==> config.mk <==
export PLATFORM = sky130hd
export DESIGN_NAME = serial_to_parallel_rx
export DESIGN_NICKNAME = d
export VERILOG_FILES = /design/src/rtl/serial_to_parallel_rx.sv
export SDC_FILE = /design/constraint.sdc
export NUM_CORES = 1
export LEC_CHECK = 0
export CORE_MARGIN = 5
export CORE_UTILIZATION = 59
export CTS_CLUSTER_DIAMETER = 50
export DETAILED_ROUTE_END_ITERATION = 8
export DONT_BUFFER_PORTS = 1
export PLACE_DENSITY = 0.85
export REMOVE_ABC_BUFFERS = 1
export SLEW_MARGIN = 10
export SYNTH_ARGS = -nofsm -noshare
export SYNTH_HDL_FRONTEND = slang
export SYNTH_SLANG_ARGS = --single-unit
==> constraint.sdc <==
create_clock -name cp -period 1.5 [get_ports cp]
set_input_delay 0.15 -clock cp [delete_from_list [all_inputs] [get_ports cp]]
set_output_delay 0.15 -clock cp [all_outputs]
set_load 0.005 [all_outputs]
==> src/rtl/serial_to_parallel_rx.sv <==
// serial_to_parallel_rx
//   Receives the serial stream from the 8-bit parallel-load/serial-out register,
//   assembles WIDTH-bit words and presents them on a latched parallel bus with a
//   valid/ack handshake. The shift register and the output latch are separate, so
//   a held word survives reception of the next frame.
//
// Optional feature: define PARITY_CHECK_EN to expect one even-parity bit after the
//   WIDTH data bits (frame length WIDTH+1). Undefined: frame length WIDTH, perr = 0.
//
// Parameters
//   WIDTH      data bits per frame (>= 2)
//   MSB_FIRST  1: first received bit lands in q[WIDTH-1]; 0: first bit lands in q[0]
//
// Ports
//   cp        in   clock, all state updates on posedge
//   mr        in   synchronous active-high reset
//   start     in   begin a frame (seen in IDLE only)
//   shift_en  in   sample ds this cycle (SHIFT only)
//   ds        in   serial data
//   ack       in   consumer has taken q; clears valid
//   q         out  latched parallel word
//   valid     out  q holds an unacknowledged word
//   busy      out  high while in SHIFT
//   overrun   out  sticky: a word was overwritten unacknowledged
//   perr      out  parity error on the word in q
module serial_to_parallel_rx #(
    parameter int WIDTH     = 8,
    parameter bit MSB_FIRST = 1'b1
) (
    input  logic             cp,
    input  logic             mr,
    input  logic             start,
    input  logic             shift_en,
    input  logic             ds,
    input  logic             ack,
    output logic [WIDTH-1:0] q,
    output logic             valid,
    output logic             busy,
    output logic             overrun,
    output logic             perr
);

    localparam int CW = $clog2(WIDTH + 2);
`ifdef PARITY_CHECK_EN
    localparam int NBITS = WIDTH + 1;
`else
    localparam int NBITS = WIDTH;
`endif

    typedef enum logic {IDLE, SHIFT} state_t;

    state_t           state, state_n;
    logic [CW-1:0]    count, count_n;
    logic [WIDTH-1:0] shreg, shreg_n;
    logic [WIDTH-1:0] shifted;
    logic [WIDTH-1:0] word;
    logic             xfer;

    // shreg with the current ds bit folded in
    assign shifted = MSB_FIRST ? {shreg[WIDTH-2:0], ds} : {ds, shreg[WIDTH-1:1]};

`ifdef PARITY_CHECK_EN
    // Last sample is the parity bit: data is already complete in shreg.
    logic par_err;
    assign word    = shreg;
    assign par_err = (^shreg) ^ ds;
`else
    // Last sample is the final data bit: take it straight from ds.
    assign word    = shifted;
`endif

    always_comb begin
        state_n = state;
        count_n = count;
        shreg_n = shreg;
        busy    = 1'b0;
        xfer    = 1'b0;
        case (state)
            IDLE: begin
                if (start) begin
                    state_n = SHIFT;
                    count_n = '0;
                    shreg_n = '0;
                end
            end
            SHIFT: begin
                busy = 1'b1;
                if (shift_en) begin
                    // parity bit (if any) is never shifted into shreg
                    if (count < CW'(WIDTH))
                        shreg_n = shifted;
                    if (count == CW'(NBITS - 1)) begin
                        xfer    = 1'b1;
                        state_n = IDLE;
                        count_n = '0;
                    end else begin
                        count_n = count + 1'b1;
                    end
                end
            end
            default: state_n = IDLE;
        endcase
    end

    always_ff @(posedge cp) begin
        if (mr) begin
            state <= IDLE;
            count <= '0;
            shreg <= '0;
        end else begin
            state <= state_n;
            count <= count_n;
            shreg <= shreg_n;
        end
    end

    // Output latch and handshake. A transfer wins over ack: the new word is
    // valid regardless, and overrun only sets if the old word was never taken.
    always_ff @(posedge cp) begin
        if (mr) begin
            q       <= '0;
            valid   <= 1'b0;
            overrun <= 1'b0;
        end else if (xfer) begin
            q     <= word;
            valid <= 1'b1;
            if (valid && !ack)
                overrun <= 1'b1;
        end else if (ack) begin
            valid <= 1'b0;
        end
    end

`ifdef PARITY_CHECK_EN
    always_ff @(posedge cp) begin
        if (mr)
            perr <= 1'b0;
        else if (xfer)
            perr <= par_err;
    end
`else
    assign perr = 1'b0;
`endif

endmodule
Yosys cells after proc, flatten, opt, wreduce, memory -nomap -nowiden
Index checks and enable logic that the tools add are counted.
{"block": "word_totals", "regBits": 22, "in_bits": 6, "output_inout_bits": 12, "wordCells": 37}
{"block": "classes", "n_addsub": 1, "order_cmp": 1, "eq_ne": 4, "muxes": 18, "n_bitwise": 1, "n_reduce_logical": 6}
{"operator": "two-way mux 7 bit", "count": 3}
{"operator": "case mux 7 bit (2 select lines)", "count": 1}
{"operator": "two-way mux 4 bit", "count": 3}
{"operator": "two-way mux 1 bit", "count": 9}
{"operator": "case mux 4 bit (2 select lines)", "count": 1}
{"operator": "adder 4 x 1 -> 4 bit, second input constant", "count": 1}
{"operator": "equality test 4 x 3 -> 1 bit, second input constant", "count": 1}
{"operator": "less-than comparator 4 bit, second input constant", "count": 1}
{"operator": "inequality test 2 bit, second input constant", "count": 2}
{"operator": "AND reduction 2 bit", "count": 2}
{"operator": "AND reduction 3 bit", "count": 1}
{"operator": "inequality test 2 x 1 -> 1 bit, second input constant", "count": 1}
{"operator": "case mux 1 bit (2 select lines)", "count": 1}
{"operator": "nonzero test 2 bit", "count": 1}
{"operator": "logical AND 1 bit", "count": 1}
{"operator": "logical NOT 1 bit", "count": 1}
{"operator": "NOT 1 bit", "count": 1}

Depth between registers and ports, before layout
{"block": "depth", "ltp_word": 5, "depth_mapped": 5, "ltp_nobuf": 4}

Worst setup path after synthesis
No wires, ideal clock.
{"block": "synth_timing", "path_type": "reg2reg", "start": "register count[0]", "end": "register valid", "setup_ps": 115, "t_arrival_ps": 1154, "slack_ps": 231, "path_stages_with_launch": 6, "path_buffers": 1, "period_less_slack_ps": 1269, "cell_sequence": "dfxtp_1 -> ha_1 -> and3b_1 -> and2b_1 -> buf_6 -> o21ba_1"}
{"block": "synth_between", "elab_chain_len": 5, "word_cells_on_any_way": 6, "classes_between": "eq/ne (1); mux (4); reduce/logical (1)"}
{"item": "start, declared", "line": "53", "rtl": "logic [CW-1:0] count, count_n;"}
{"item": "start signal, assigned", "line": "112", "rtl": "count <= count_n;"}
{"item": "equality test 4 x 3 -> 1 bit (*)", "line": "92", "rtl": "if (count == CW'(NBITS - 1)) begin"}
{"item": "two-way mux 1 bit (*)", "line": "92"}
{"item": "two-way mux 1 bit (*)", "line": "88", "rtl": "if (shift_en) begin"}
{"item": "two-way mux 1 bit (*)", "line": "78", "rtl": "case (state)"}
{"item": "two-way mux 1 bit / nonzero test 2 bit (equally long branches)"}
{"item": "end signal, assigned", "line": "122", "rtl": "valid <= 1'b0;"}
{"item": "end signal, assigned", "line": "126", "rtl": "valid <= 1'b1;"}
{"item": "end signal, assigned", "line": "130", "rtl": "valid <= 1'b0;"}
{"item": "end, declared", "line": "37", "rtl": "output logic valid,"}
Mark *: on every way between the ends. The rest lies on a longest branch, timed or not.
A chain may end at the register's enable or synchronous reset.

Worst setup path in the final report
{"block": "layout_timing", "start": "register count[0]", "end": "register q[6]"}
{"block": "layout_between", "elab_chain_len": 4}
{"item": "equality test 4 x 3 -> 1 bit", "line": "92"}
{"item": "two-way mux 1 bit", "line": "92"}
{"item": "two-way mux 1 bit", "line": "88"}
{"item": "two-way mux 1 bit", "line": "78"}
{"item": "end signal, assigned", "line": "125", "rtl": "q <= word;"}
{"item": "end, declared", "line": "36", "rtl": "output logic [WIDTH-1:0] q,"}
Every way passes these cells.

==> impl_metrics.env <==
export IMPL_clockBufferDepth=2
export IMPL_drc=0
export IMPL_grt_overflow=0
export IMPL_stdcell_area_mm2=0.00107
export IMPL_max_slew_margin=0.557
export IMPL_syn_area_um2=973
export IMPL_detailedPlacementHpwl_mm=1.13
export IMPL_post_route_period_util=0.904
export IMPL_htreeDepth=1
export IMPL_drt_pass1_iter_count=4
export IMPL_track_usage=0.147
export IMPL_ios=18
export IMPL_syn_area_per_cell_um2=9.27
export IMPL_vias=716
export IMPL_cts_sinks=22
export IMPL_synth_warnings=0
export IMPL_ant_nets=0
export IMPL_syn_inst=105
export IMPL_setup_violations=0
export IMPL_hold_class="in -> reg"
export IMPL_max_cap_violations=0
export IMPL_die_h_um=50.6
export IMPL_cts_buffers=3
export IMPL_status="completed"
export IMPL_cts_tree="yes"
export IMPL_cts_root_buffer_cell="clkbuf_4"
export IMPL_cp_required_ps=1710
export IMPL_skew_ps=14.4
export IMPL_yosysSeqAreaShare=0.452
export IMPL_grt_pass1_vias=695
export IMPL_crit_type="reg -> reg"
export IMPL_dieArea_mm2=0.00256
export IMPL_arrival_ps=1560
export IMPL_syn2layout_area_growth_pct=9.77
export IMPL_p_leak_nw=0.378
export IMPL_antenna_found_initial=0
export IMPL_powerDensity_mw_per_mm2=1030
export IMPL_diodes=0
export IMPL_period_needed_ps=1360
export IMPL_drt_iter0_markers=11
export IMPL_avgRoutedWirePerCell_um=14.1
export IMPL_gp_congestion=0.735
export IMPL_viasPerCell=5.82
export IMPL_path_max_fanout=9
export IMPL_fin_nets=115
export IMPL_yosys_cell_types_count=30
export IMPL_finalWirelength_mm=1.73
export IMPL_grt_pass1_wl_mm=2.93
export IMPL_placed_cell_area_um2=963
export IMPL_cts_clk_slew_worst_paths_ps=130
export IMPL_core_mm2=0.00154
export IMPL_max_vdd_ir_drop_uv=816
export IMPL_endpoint_kind="register"
export IMPL_final_layout_size_suffix_gt1_frac=0.103
export IMPL_synth_seq_cells=22
export IMPL_io_buffers=0
export IMPL_clk_latency_ps=310
export IMPL_grt_max_degree=21
export IMPL_die_x_um=50.6
export IMPL_max_freq_mhz=737
export IMPL_rsz0062_at_grt="false"
export IMPL_finalMaxSlewViolations=0
export IMPL_initial_utilization=0.631
export IMPL_worst_slew_pin_slew_ps=662
export IMPL_fin_tns_setup_ps=0
export IMPL_hold_viol_final=0
export IMPL_fillers=121
export IMPL_cp_start_kind="register"
export IMPL_row_count=14
-- layout by cell type, fill, tap and decap left out, types with 3 or more instances in the layout --
cell type | Yosys | layout
a21oi_1 | 8 | 8
clkbuf_4 | 0 | 3
nand2b_1 | 17 | 17
nor2_1 | 3 | 3
nand3_1 | 9 | 9
nand2_1 | 9 | 9
mux2i_1 | 9 | 9
dfxtp_1 | 22 | 21
dlygate4sd3_1 | 0 | 5
-- cells in the mapped netlist (all sizes together) --
cell type,count,area share
dfxtp,22,0.45
mux2i,9,0.093
nand2b,17,0.11
and3b,2,0.019
xor2,1,0.0090
nor2,3,0.012
nand2,10,0.046
ha,1,0.013
inv,1,0.0039
buf,5,0.044
nand3b,1,0.0077
or4,1,0.0077
conb,1,0.0039
nor2b,1,0.0064
nor3,2,0.015
a41oi,1,0.0090
o21ba,1,0.010
a31oi,1,0.0064
clkbuf,4,0.015
a21oi,8,0.041
a32oi,1,0.0090
or3,1,0.0064
nand4,1,0.0064
and2b,1,0.0077
nand3,9,0.046
-- path summary, 6_finish.rpt --
check             slack, ps                  start  depth (start not counted)                     to
setup / recovery        140  count[0]$_SDFFE_PP0P_                          5      q[6]$_SDFFE_PP0P_
hold / removal            6                     mr                          2      q[7]$_SDFFE_PP0P_
setup reg to reg        140  count[0]$_SDFFE_PP0P_                          5      q[6]$_SDFFE_PP0P_
hold reg to reg         460  shreg[5]$_SDFFE_PP0P_                          2  shreg[6]$_SDFFE_PP0P_
-- report_power, final --
group | switching [W] | internal, W
clock network | 0.000179 | 0.000270
logic | 0.0000318 | 0.0000282
registers | 0.00000495 | 0.000589
total | 0.000215 | 0.000888
-- layout make-up --
type                       instances  area (um^2)  share of cell area
tap                               16         20.0              0.0187
sequential                        22          442               0.413
timing repair buffer               7         77.6              0.0726
clock buffer                       3         22.5              0.0211
inverter                           1         3.75             0.00351
clock inverter                     1         30.0              0.0281
multi-input combinational         73          473               0.443
-- through the flow --
step	instances	hold WS (ps)	utilization	setup slack (ps)	total power, W
global placement	114	222	0.625	221	0.000647
finish	123	6.45	0.693	144	0.00110
global route	123	1.28	0.693	26.9	0.00115
detailed placement	114	224	0.625	119	0.000648
floorplan	96	219	-	154	0.000639
CTS	122	1.72	0.685	95.1	0.00111
-- state kept, by name (all words and copies together) (netlist names) --
name and count:
q 8, overrun 1, count 4, shreg 7, state 1, valid 1
-- per-layer routing --
metal / vias up / wire [um] / global-route usage
met3: 2 / 100 / 0.0651
met4: 0 / 17 / 0.0638
li1: 360 / - / -
met2: 16 / 848 / 0.252
met5: - / 0 / 0
met1: 338 / 766 / 0.154
-- cells by family after synthesis --
group,Yosys count,share of synthesized area
AO/OA/AOI/OAI,12,0.0758
XOR/XNOR,1,0.00900
adder cells (fa/ha/maj),1,0.0129
buffers and inverters,10,0.0630
flip-flops,22,0.452
other,1,0.00385
AND/OR/NAND/NOR,49,0.290
multiplexers,9,0.0925
-- what timing repair did --
| item | in CTS | in global routing |
|---|---|---|
| gates resized for setup | 0 | 2 |
| hold endpoints to repair | 18 | 2 |
| endpoints found under the setup margin | 0 | 4 |
| hold buffers | 4 | 1 |
| setup buffers | 0 | 0 |
-- critical path: stages (launching register included) --
cell and delay, ps:
dfxtp_2 350, ha_1 220, and3b_1 210, and2b_2 230
buf_12 150, mux2i_1 110
Note: power is estimated with default switching activity, not from simulation.
==> edit 1: new RTL, same flow settings <==
Compare `count` against `CW'(NBITS - 1)` with >= in place of ==.
--- a/src/rtl/serial_to_parallel_rx.sv
+++ b/src/rtl/serial_to_parallel_rx.sv
@@ -90,5 +90,5 @@
                     if (count < CW'(WIDTH))
                         shreg_n = shifted;
-                    if (count == CW'(NBITS - 1)) begin
+                    if (count >= CW'(NBITS - 1)) begin
                         xfer    = 1'b1;
                         state_n = IDLE;
Behaviour: same outputs for any inputs over 10 cycles, from zero or initial values; that may be too few to reach the edited logic, so the function may still have changed.
==> edit 1 against the unedited design <==
Clock power up 2%. Fmax up 1.1%. Cell area down 6.9%. Via count down 1.1%. Cell count down 7.3%. Combinational power down 13%. Die area down 6.3%. Wire length up 6.8%. Area after synthesis down 7.8%. Sequential cell count unchanged. Worst setup slack better by 0.014 ns. Power up 0.38%. Critical path type unchanged. Critical endpoint is now q[2]. Largest cell class is now sequential cells.
==> edit 1: results (changes against the unedited design) <==
status: "completed"
grt_pass1_vias: 674  # -3.0%
crit_family: "flip-flops"
grt_pass1_wl_um: 2973  # +1.4%
grt_usage_pct: 15.99  # +1.3 points
clock_skew_ns: 0.008173  # -0.006225 ns
synthTopCellsByArea: "dfxtp_1 49%, a31o_1 7.8%, nor4b_1 7.8%, a21oi_1 6.7%, nand3_1 4.5%"
wl_per_cell_um: 16.22  # +15%
dpl.hpwl_um: 1242  # +9.7%
synth_commonest_cells: "22 x dfxtp_1, 12 x a21oi_1, 9 x nand2_1"
place_area_um2: 900.9  # -6.5%
cp-endpoint: "q[2]"
slowest_delay_ns: 0.39  # +0.04 ns
worstReg2RegEnd: "q[2]"
drive_gt1_share_pct: 12.24  # +2.0 points
critPathArrivalTime_ns: 1.61  # +0.05 ns
grt_max_degree: 14  # -33%
ir_worst_vdd_v: 0.0009678  # +19%
drt_iter0_markers: 19  # +8
r2r_start: "count[1]"
gp_congestion: 0.7266  # -1.2%
seq_area_frac_synth_pct: 49.09  # +3.8 points
slowest_stage: "dfxtp_1"
largestRegisters: "q: 8 flops, shreg: 7 flops, count: 4 flops"
instances_no_fill: 114  # -7.3%
fillers: 105  # -13%
powerDensity_nw_per_um2: 1113  # +7.8%
power_leakage_nw: 0.3389  # -10%
clk_latency_ns: 0.33  # +0.02 ns
ys_types: 29  # -3.3%
syn_inst: 94  # -10%
num_antenna_cells: 0  # unchanged
nNetsFinal: 106  # -7.8%
routed_via_density: 6.211  # +6.7%
==> edit 1: cell types whose count changed in the layout (fill, tap and decap cells not counted), moves of 2 or more <==
cell | before | now
nand2b_1 | 17 | 2
a31o_1 | 0 | 8
mux2i_1 | 9 | 1
nor4b_1 | 0 | 7
a21oi_1 | 8 | 12
buf_4 | 1 | 3
dlygate4sd3_1 | 5 | 3
==> edit 1: logic make-up (layout without fill, tap and decap cells) <==
logic type / Yosys count / after routing / share of synthesized area (%)
simple gates: 35 / 35 / 22.74
compound gates: 26 / 26 / 20.09
flops: 22 / 22 / 49.09
buf+inv: 8 / 12 / 5.159
fa+ha+maj: 1 / 1 / 1.394
other cells: 1 / 1 / 0.4180
mux: 1 / 1 / 1.116
==> edit 1: report_power, final <==
group          total, mW  switching [mW]  internal [mW]
clock network      0.460           0.189          0.271
logic             0.0524          0.0323         0.0201
registers          0.595         0.00650          0.589
==> edit 1: what timing repair did <==
action	in CTS	in global routing
hold buffers	3	0
endpoints found under the setup margin	0	8
gates resized for setup	0	3
buffers inserted	0	0
hold endpoints to repair	13	0
==> edit 1: layout make-up <==
type / instances / share of cell area (%)
Multi-Input combinational cell: 64 / 42.39
Timing Repair Buffer: 6 / 5.283
Tap cell: 16 / 2.013
Sequential cell: 22 / 44.28
Clock buffer: 3 / 2.264
Inverter: 2 / 0.7547
Clock inverter: 1 / 3.019
==> edit 1: per-layer routing <==
| layer | routed length, µm | vias to the layer above | GRT usage (%) |
|---|---|---|---|
| met4 | 35 | 0 | 9.417 |
| met1 | 784 | 335 | 17.74 |
| met2 | 904 | 17 | 26.09 |
| met3 | 124 | 3 | 5.505 |
| li1 | - | 353 | - |
| met5 | 0 | - | 0 |
==> edit 1: worst min path at each step <==
stage / slack (ns) / start / cells after the start / end
final: 0.03 / ack / 2 / valid
after detailed placement: 0.22 / mr / 1 / shreg[0]
after floorplan: 0.22 / mr / 1 / count[3]
after global placement: 0.22 / mr / 1 / count[3]
after global routing: 0.02 / ack / 2 / valid
after CTS: 0.03 / ack / 2 / valid
==> edit 1: per-stage QoR <==
step,setup slack [ns],power (mW)
floorplan,0.1278,0.6360
global placement,0.1366,0.6468
detailed placement,0.06657,0.6481
CTS,0.03404,1.108
global route,0.02494,1.156
finish,0.1581,1.107
==> edit 2: new RTL, config.mk and constraints unchanged <==
Made on the original files. `WIDTH`: 8 -> 16.
--- a/src/rtl/serial_to_parallel_rx.sv
+++ b/src/rtl/serial_to_parallel_rx.sv
@@ -25,5 +25,5 @@
 //   perr      out  parity error on the word in q
 module serial_to_parallel_rx #(
-    parameter int WIDTH     = 8,
+    parameter int WIDTH     = 16,
     parameter bit MSB_FIRST = 1'b1
 ) (
Ports: changed (resized q); port bits go from 18 to 26. The function was not compared with the original's and may differ.
==> edit 2 against the unedited design <==
Sequential cell count up 17. Cell area up 65%. Critical path depth unchanged. Area after synthesis up 62%. Power up 49%. First-iteration DRC count rose to 5.4 times the old value. Worst setup slack worse by 0.10 ns. Highest routed layer unchanged. Wire length up 92%. Global-route usage up 5.4 points. Critical path type unchanged.
==> edit 2: results (changes against the unedited design) <==
num_antenna_cells: 0  # unchanged
relSlewSlack_pct: 47.75  # -8.0 points
cts-root-buf: "clkbuf_4"
grt_max_degree: 22  # +4.8%
min_path_cells: 2  # unchanged
grt_antenna_before_repair: 0  # unchanged
ys.flop_type: "dfxtp_1"
internal-power_mw: 1.251  # +41%
synthArstFlopShare_pct: 0  # unchanged
gp_congestion: 0.9275  # +26%
ys_types: 33  # +10%
nNetsFinal: 197  # +71%
grt_pass1_wl_um: 5602  # +91%
power_leakage_nw: 0.5784  # +53%
critPathMaxFanout: 7  # -2
cts_inserted_buffers: 5  # +2
clk_latency_ns: 0.34  # +0.03 ns
r2r_cells: 5  # unchanged
status: "completed"
htree_num_levels: 2  # +1
drt_iter0_markers: 59  # +48
place_ws_ns: -0.05833  # -0.1774 ns
slowest_stage: "dfxtp_2"
hold_path_class: "in -> reg"
fillers: 208  # +72%
wl_um: 3330  # +92%
synthTopCellsByArea: "dfxtp_1 50%, nand2_1 12%, mux2i_1 10%, nand3_1 6.0%, a21oi_1 5.4%"
dr.pass1.iters: 4  # unchanged
critPathArrivalTime_ns: 1.73  # +0.17 ns
largestRegisters: "q: 16 flops, shreg: 15 flops, count: 5 flops"
ir_worst_vdd_v: 0.0007626  # -6.6%
synth_warnings: 0  # unchanged
clk_path_buf_depth: 2  # unchanged
synth_top_area_share_pct: 49.52  # +4.3 points
dpl.hpwl_um: 2075  # +83%
drive_gt1_share_pct: 13.61  # +3.3 points
slowest_delay_ns: 0.38  # +0.03 ns
port-buffer-count: 0  # unchanged
seq_area_frac_synth_pct: 49.52  # +4.3 points
clock_skew_ns: 0.004624  # -0.009773 ns
synth_commonest_cells: "49 x nand2_1, 39 x dfxtp_1, 19 x nand3_1, 17 x a21oi_1, 16 x mux2i_1"
grt_usage_pct: 20.09  # +5.4 points
clk_pin_slew_ns: 0.11  # -0.02 ns
via_count: 1305  # +82%
drc: 0  # unchanged
## edit 2: changes by cell type after synthesis, moves of 3 or more
cell      delta
dfxtp_1     +17
nand2_1     +40
clkbuf_1     +3
nand3_1     +10
a21oi_1      +9
nand2b_1    -16
mux2i_1      +7
buf_2        +3
## edit 2: final cells by class
type / instances / area [µm²] / area share (%)
inverter: 1 / 3.754 / 0.2125
sequential: 39 / 783.3 / 44.33
tap: 30 / 37.54 / 2.125
multi-input combinational: 126 / 719.4 / 40.72
clock buffer: 7 / 45.04 / 2.550
timing repair buffer: 17 / 172.7 / 9.773
clock inverter: 1 / 5.005 / 0.2833
## edit 2: power by group through the flow
stage / Clock [mW] / Combinational, mW / Sequential (mW)
6_report: 0.509 / 0.0880 / 1.04
5_1_grt: 0.593 / 0.0973 / 1.05
4_1_cts: 0.524 / 0.0825 / 1.04
3_5_place_dp: 0 / 0.0676 / 1.07
3_3_place_gp: 0 / 0.0651 / 1.07
2_1_floorplan: 0 / 0.0380 / 1.07
## edit 2: cell families (layout without fill, tap and decap cells)
kind of cell / Yosys count / count (layout) / synth area share [%]
adder cells (fa/ha/maj): 1 / 1 / 0.7935
multiplexers: 16 / 16 / 10.16
flip-flops: 39 / 39 / 49.52
AND/OR/NAND/NOR: 82 / 82 / 23.81
AO/OA/AOI/OAI: 26 / 26 / 9.841
other: 1 / 1 / 0.2379
buffers and inverters: 15 / 26 / 5.635
## edit 2: worst paths after layout
kind / end / from / slack, ns
min reg2reg: shreg[3] / shreg[2] / 0.47
max: q[7] / count[0] / 0.04
max reg2reg: q[7] / count[0] / 0.04
min: valid / ack / 0.05
## edit 2: per-layer routing
metal  global-route usage [%]  part of all wire, %  vias to the layer above
met5                        0                    0                        -
met2                    34.53                   50                       42
met3                    7.851                  7.3                        9
met4                    10.30                  1.9                        0
met1                    21.23                   41                      627
li1                         -                    -                      627
## edit 2: per-stage QoR
| stage | hold slack [ns] | area, µm² | cells |
|---|---|---|---|
| 4_1_cts | 0.02160 | 1697 | 217 |
| 2_1_floorplan | 0.2191 | 1491 | 166 |
| 3_5_place_dp | 0.2253 | 1574 | 202 |
| 6_report | 0.04739 | 1767 | 221 |
| 3_3_place_gp | 0.2226 | 1574 | 202 |
| 5_1_grt | 0.01004 | 1767 | 221 |
## edit 2: repair_timing
action / 4_1_cts / 5_1_grt
resized for setup: 0 / 6
endpoints found under the setup margin: 16 / 14
pin swaps: 0 / 2
buffers inserted: 4 / 3
hold endpoints to repair: 22 / 0
gates cloned: 0 / 1
hold buffers: 3 / 0
## edit 2: critical path: cells and delay by family (launching register included)
family,cells,cell delay (ns)
adder cells (fa/ha/maj),1,0.14
buffers and inverters,1,0.17
AND/OR/NAND/NOR,2,0.52
flip-flops,1,0.38
multiplexers,1,0.17
